$ cat config.mk
export PLATFORM = sky130hd
export DESIGN_NAME = matrix_scan_controller
export DESIGN_NICKNAME = d
export VERILOG_FILES = /design/src/rtl/matrix_scan_controller.sv
export SDC_FILE = /design/constraint.sdc
export NUM_CORES = 1
export LEC_CHECK = 0
export ABC_AREA = 1
export CORE_MARGIN = 1.5
export CORE_UTILIZATION = 58
export CTS_BUF_LIST = sky130_fd_sc_hd__clkbuf_4 sky130_fd_sc_hd__clkbuf_8
export CTS_CLUSTER_SIZE = 28
export DETAILED_ROUTE_END_ITERATION = 10
export DONT_BUFFER_PORTS = 1
export GPL_ROUTABILITY_DRIVEN = 0
export MAX_ROUTING_LAYER = met4
export PLACE_DENSITY = 0.84
export SLEW_MARGIN = 10
export SYNTH_ARGS = -nofsm -noshare
export SYNTH_HDL_FRONTEND = slang
export SYNTH_SLANG_ARGS = --single-unit
$ cat constraint.sdc
create_clock -name clock -period 2.09 [get_ports clock]
set_input_delay 0.418 -clock clock [delete_from_list [all_inputs] [get_ports clock]]
set_output_delay 0.418 -clock clock [all_outputs]
set_load 0.02 [all_outputs]
$ cat src/rtl/matrix_scan_controller.sv
// Time-multiplexed row scanner for a ROWS x COLS LED matrix with a tear-free shadow frame buffer.
// Optional per-frame PWM brightness is enabled by defining MATRIX_SCAN_PWM_EN.
module matrix_scan_controller #(
    parameter int unsigned ROWS         = 8,
    parameter int unsigned COLS         = 12,
    parameter int unsigned DWELL_CYCLES = 4,
    parameter int unsigned BLANK_CYCLES = 1
`ifdef MATRIX_SCAN_PWM_EN
    ,
    parameter int unsigned PWM_BITS     = 4
`endif
) (
    input  logic                   clock,
    input  logic                   resetn,
    input  logic [ROWS*COLS-1:0]   frame,
    input  logic                   frame_valid,
`ifdef MATRIX_SCAN_PWM_EN
    input  logic [PWM_BITS-1:0]    brightness,
`endif
    output logic                   frame_ready,
    output logic [ROWS-1:0]        row_sel,
    output logic [COLS-1:0]        col_data,
    output logic                   frame_start,
    output logic                   scanning
);

    localparam int unsigned FRAME_W = ROWS * COLS;
    localparam int unsigned ROW_W   = $clog2(ROWS);
    localparam int unsigned CNT_MAX = (DWELL_CYCLES > BLANK_CYCLES) ? DWELL_CYCLES : BLANK_CYCLES;
    localparam int unsigned CNT_W   = (CNT_MAX > 1) ? $clog2(CNT_MAX) : 1;

    localparam logic [1:0] IDLE  = 2'd0;
    localparam logic [1:0] BLANK = 2'd1;
    localparam logic [1:0] DRIVE = 2'd2;
    // With no blanking, a row hands straight over to the next row's drive phase.
    localparam logic [1:0] ROW_ENTRY = (BLANK_CYCLES == 0) ? DRIVE : BLANK;

    localparam logic [ROW_W-1:0] ROW_LAST   = ROW_W'(ROWS - 1);
    localparam logic [CNT_W-1:0] DWELL_LAST = CNT_W'(DWELL_CYCLES - 1);
    localparam logic [CNT_W-1:0] BLANK_LAST = CNT_W'((BLANK_CYCLES == 0) ? 0 : BLANK_CYCLES - 1);

`ifdef MATRIX_SCAN_PWM_EN
    localparam int unsigned CMP_W = (CNT_W > PWM_BITS) ? CNT_W : PWM_BITS;
    logic [PWM_BITS-1:0] bright_q, bright_d;
`endif

    logic [1:0]         state_q, state_d;
    logic [CNT_W-1:0]   cnt_q, cnt_d;
    logic [ROW_W-1:0]   row_idx_q, row_idx_d;
    logic [FRAME_W-1:0] shadow_q, shadow_d;
    logic               shadow_full_q, shadow_full_d;
    logic [FRAME_W-1:0] active_q, active_d;
    logic [ROWS-1:0]    row_sel_q, row_sel_d;
    logic [COLS-1:0]    col_data_q, col_data_d;
    logic               frame_start_q, frame_start_d;
    logic               scanning_q, scanning_d;
    logic               commit;

    // Next-state, buffer handshake and registered output computation.
    always_comb begin
        state_d       = state_q;
        cnt_d         = cnt_q;
        row_idx_d     = row_idx_q;
        shadow_d      = shadow_q;
        shadow_full_d = shadow_full_q;
        active_d      = active_q;
        frame_start_d = 1'b0;
        commit        = 1'b0;
`ifdef MATRIX_SCAN_PWM_EN
        bright_d      = bright_q;
`endif

        if (frame_valid && !shadow_full_q) begin
            shadow_d      = frame;
            shadow_full_d = 1'b1;
        end

        case (state_q)
            IDLE: begin
                if (shadow_full_q) begin
                    commit    = 1'b1;
                    row_idx_d = '0;
                    cnt_d     = '0;
                    state_d   = ROW_ENTRY;
                end
            end
            BLANK: begin
                if (cnt_q == BLANK_LAST) begin
                    cnt_d   = '0;
                    state_d = DRIVE;
                end else begin
                    cnt_d = cnt_q + CNT_W'(1);
                end
            end
            DRIVE: begin
                if (cnt_q == DWELL_LAST) begin
                    cnt_d   = '0;
                    state_d = ROW_ENTRY;
                    if (row_idx_q == ROW_LAST) begin
                        row_idx_d = '0;
                        commit    = shadow_full_q;
                    end else begin
                        row_idx_d = row_idx_q + ROW_W'(1);
                    end
                end else begin
                    cnt_d = cnt_q + CNT_W'(1);
                end
            end
            default: begin
                state_d   = IDLE;
                cnt_d     = '0;
                row_idx_d = '0;
            end
        endcase

        // Commit only fires with the shadow full, so it never collides with an accept.
        if (commit) begin
            active_d      = shadow_q;
            shadow_full_d = 1'b0;
            frame_start_d = 1'b1;
`ifdef MATRIX_SCAN_PWM_EN
            bright_d      = brightness;
`endif
        end

        scanning_d = (state_d != IDLE);
        row_sel_d  = '0;
        col_data_d = '0;
        if (state_d == DRIVE) begin
            row_sel_d  = ROWS'(1) << row_idx_d;
            col_data_d = COLS'(active_d >> (32'(row_idx_d) * COLS));
`ifdef MATRIX_SCAN_PWM_EN
            if (CMP_W'(cnt_d) >= CMP_W'(bright_d)) begin
                col_data_d = '0;
            end
`endif
        end
    end

    always_ff @(posedge clock) begin
        if (!resetn) begin
            state_q       <= IDLE;
            cnt_q         <= '0;
            row_idx_q     <= '0;
            shadow_q      <= '0;
            shadow_full_q <= 1'b0;
            active_q      <= '0;
            row_sel_q     <= '0;
            col_data_q    <= '0;
            frame_start_q <= 1'b0;
            scanning_q    <= 1'b0;
`ifdef MATRIX_SCAN_PWM_EN
            bright_q      <= '0;
`endif
        end else begin
            state_q       <= state_d;
            cnt_q         <= cnt_d;
            row_idx_q     <= row_idx_d;
            shadow_q      <= shadow_d;
            shadow_full_q <= shadow_full_d;
            active_q      <= active_d;
            row_sel_q     <= row_sel_d;
            col_data_q    <= col_data_d;
            frame_start_q <= frame_start_d;
            scanning_q    <= scanning_d;
`ifdef MATRIX_SCAN_PWM_EN
            bright_q      <= bright_d;
`endif
        end
    end

    assign frame_ready = !shadow_full_q;
    assign row_sel     = row_sel_q;
    assign col_data    = col_data_q;
    assign frame_start = frame_start_q;
    assign scanning    = scanning_q;

endmodule

==> results.txt <==
Setup TNS -> 0 ns
Mapped Cells -> 1340
full die area -> 17000 µm²
hold path startpoint -> resetn
Mapped Nets -> 1448
Core ar. -> 15800 µm²
Place WS -> 0.0232 ns
worst skew pair latency -> 0.55 ns
Seq pwr share -> 45.5%
Power Density -> 977 nW/µm²
worst hold-check path type -> input port to register
DRC -> 0
CTS buffer count -> 36
CTS tree -> built
GRT Util Overall -> 29.5%
CP Max Fanout -> 12
WL/cell -> 16.1 µm
post-route ant nets -> 0
normalized max-slew margin -> 60.7%
Crit. End Element -> register
FF+latch count, synth -> 222
pin slew with the least headroom to its limit -> 0.589 ns
input/output buffers -> 0
synthesized area per cell -> 7.00 µm²
Synth cell types -> 24
Critical Path RT -> 2.56 ns
Routed WL -> 25200 µm
clock-pin slew on the worst setup and hold paths -> 0.07 ns
Layout Area Growth over Synthesis -> 13.1%
Max Fclk -> 493 MHz
startpoint types -> register
DRT Pass-1 Iters -> 6
wire length of the first global-routing pass -> 38500 µm
worst r2r src -> cnt_q[0]
combinational cell fraction of total power -> 16.2%
Fin. Hold Viols -> 0
clock tree sinks -> 222
R2R depth -> 12
maximum clock insertion buffer count -> 3
clock power share -> 38.3%
Ys Warns -> 0
period utilization -> 97.1%
Final nets -> 1427
Layout Cells excl Fill -> 1559
row count -> 46
dpl hpwl -> 15500 µm
Final Max Slew Viols -> 0
root buffer selected by CTS -> clkbuf_8
initial antenna violation count -> 0
Placed Cells -> 1488
switching portion of total power -> 29.1%
Worst Hold Path Cells -> 2
Antenna diodes -> 0
min cycle time layout -> 2.03 ns
total grt overflow -> 0
die width -> 130 µm
Synth Cell Area -> 9390 µm²
status -> finished, final reports clean
max cap viols -> 0
pin count of the biggest net entering global routing -> 100
Initial Utilization -> 59.3%
die height -> 130 µm
sequential area share after synthesis -> 47.3%
layout cells sized above 1 -> 9.53%
CP arrival -> 2.50 ns
Crit Path Category -> register to register
setup violators final -> 0
Leakage Power -> 4.98 nW
number of global-route vias before repair -> 7986
Avg Vias per Cell -> 5.68
Max H-tree Level -> 2
Starting DRT DRC Count -> 884
P_sw -> 3.02 mW
peak supply drop -> 0.688 mV
hold slack -> 0.0266 ns
Cell Int Power -> 7.35 mW
setup ws final -> 0.0607 ns
worst reg-to-reg setup slack -> 0.06 ns
vias -> 8855
r2r endpoint -> col_data[2]
Worst Hold End -> shadow_q[95]
I/O pin cnt -> 122
clk_skew -> 0.0201 ns
Yosys cell counts:
library cell | count | area share, %
clkinv_1 | 2 | 0.080
nand3_1 | 185 | 9.9
inv_2 | 1 | 0.040
o21ai_4 | 1 | 0.17
buf_1 | 3 | 0.12
nor2_2 | 1 | 0.067
a21oi_1 | 102 | 5.4
dfxtp_1 | 222 | 47
nand3_2 | 1 | 0.11
inv_4 | 1 | 0.067
o2111ai_1 | 1 | 0.093
buf_4 | 5 | 0.40
buf_6 | 8 | 0.96
nand2_2 | 4 | 0.27
inv_1 | 19 | 0.76
nor2_1 | 208 | 8.3
nand2_1 | 383 | 15
o21ai_0 | 101 | 5.4
o21ai_2 | 1 | 0.093
clkbuf_1 | 46 | 1.8
nand2_4 | 1 | 0.12
buf_2 | 34 | 1.8
nand4_2 | 1 | 0.13
ha_1 | 9 | 1.2
stage by stage:
stage / power, mW / cell area [µm²] / util (%)
after floorplan: 5.93 / 9390 / -
after global placement: 6.23 / 9550 / 60.3
after detailed placement: 6.27 / 9550 / 60.3
after CTS: 10.2 / 10300 / 65.3
after global routing: 10.8 / 10600 / 67.1
final: 10.4 / 10600 / 67.1
power groups by stage:
stage,logic (mW),clock network [mW],registers (mW)
2_1_floorplan,1.19,0,4.74
3_3_place_gp,1.44,0,4.79
3_5_place_dp,1.47,0,4.80
4_1_cts,1.49,4.03,4.71
5_1_grt,1.85,4.23,4.75
6_report,1.68,3.97,4.72
timing repair:
item	in CTS	in global routing
gates cloned	0	7
pin swaps	0	4
hold buffers	1	0
hold endpoints to repair	2	0
setup endpoints to repair	1	12
buffers inserted	0	1
gates resized for setup	1	25
metal layers:
layer	vias to the layer above	global-route usage, %	wire, µm
met4	0	15.9	1150
met3	100	5.04	2130
li1	4313	-	-
met2	427	45.8	11600
met1	4015	36.7	10300
met5	-	-	0
worst max-delay path by stage:
stage	slack, ns	endpoint	startpoint	cells after the start
6_report	0.06	col_data[2]	cnt_q[0]	12
5_1_grt	-0.01	col_data[11]	state_q[0]	15
4_1_cts	0.02	col_data[10]	row_idx_q[0]	13
3_5_place_dp	0.02	col_data[2]	row_idx_q[0]	13
3_3_place_gp	0.09	col_data[6]	state_q[0]	15
2_1_floorplan	0.38	col_data[10]	state_q[0]	13
area by class of cell:
type                       instances  area (µm²)
clock buffer                      52         684
clock inverter                    10        87.6
fill                            1307        5210
inverter                          23        88.8
multi-input combinational        999        4460
sequential                       222        4450
tap                              216         270
timing repair buffer              37         573
logic make-up after synthesis:
| kind of cell | synth area share (%) |
|---|---|
| and+or+nand+nor | 34.2 |
| DFF | 47.3 |
| AOI/OAI and AO/OA | 11.2 |
| buffers and inverters | 6.08 |
| adders and majority gates | 1.20 |
cell usage in the layout (no fill, tap or decap):
cell type / n
buf_4: 15
nand3_4: 1
clkinv_2: 6
buf_8: 1
nand3_1: 184
inv_8: 1
nand2_1: 377
dfxtp_2: 2
nand2_4: 1
clkinvlp_4: 1
dfxtp_1: 218
clkinv_1: 1
ha_1: 6
nand4_2: 1
dlygate4sd3_1: 1
a21oi_1: 102
o21ai_0: 101
o21ai_4: 1
dfxtp_4: 2
buf_12: 13
o2111ai_1: 1
inv_4: 1
clkbuf_4: 5
nor2_2: 1
clkbuf_16: 7
nor2_1: 208
nand2_8: 3
o21ai_2: 1
bufinv_16: 1
inv_1: 16
nand3_2: 1
nand2_2: 7
clkbuf_8: 47
inv_6: 1
ha_4: 1
inv_2: 5
ha_2: 2
state kept, by name, indices dropped and copies added (netlist names):
register and count:
active_q 96, cnt_q 2, col_data 12, frame_start 1, row_idx_q 3, row_sel 8
scanning 1, shadow_full_q 1, shadow_q 96, state_q 2
worst max-delay path, stage by stage, from the launching register on:
cell and delay (ns):
dfxtp_1 0.34, ha_2 0.21, buf_4 0.16, nor2_1 0.16, nand2_1 0.09, nand3_1 0.09
nand3_1 0.10, nor2_1 0.21, nand2_1 0.12, inv_1 0.08, buf_4 0.20, nand2_1 0.09
nand2_1 0.10
Power figures use the tool's default switching activity.
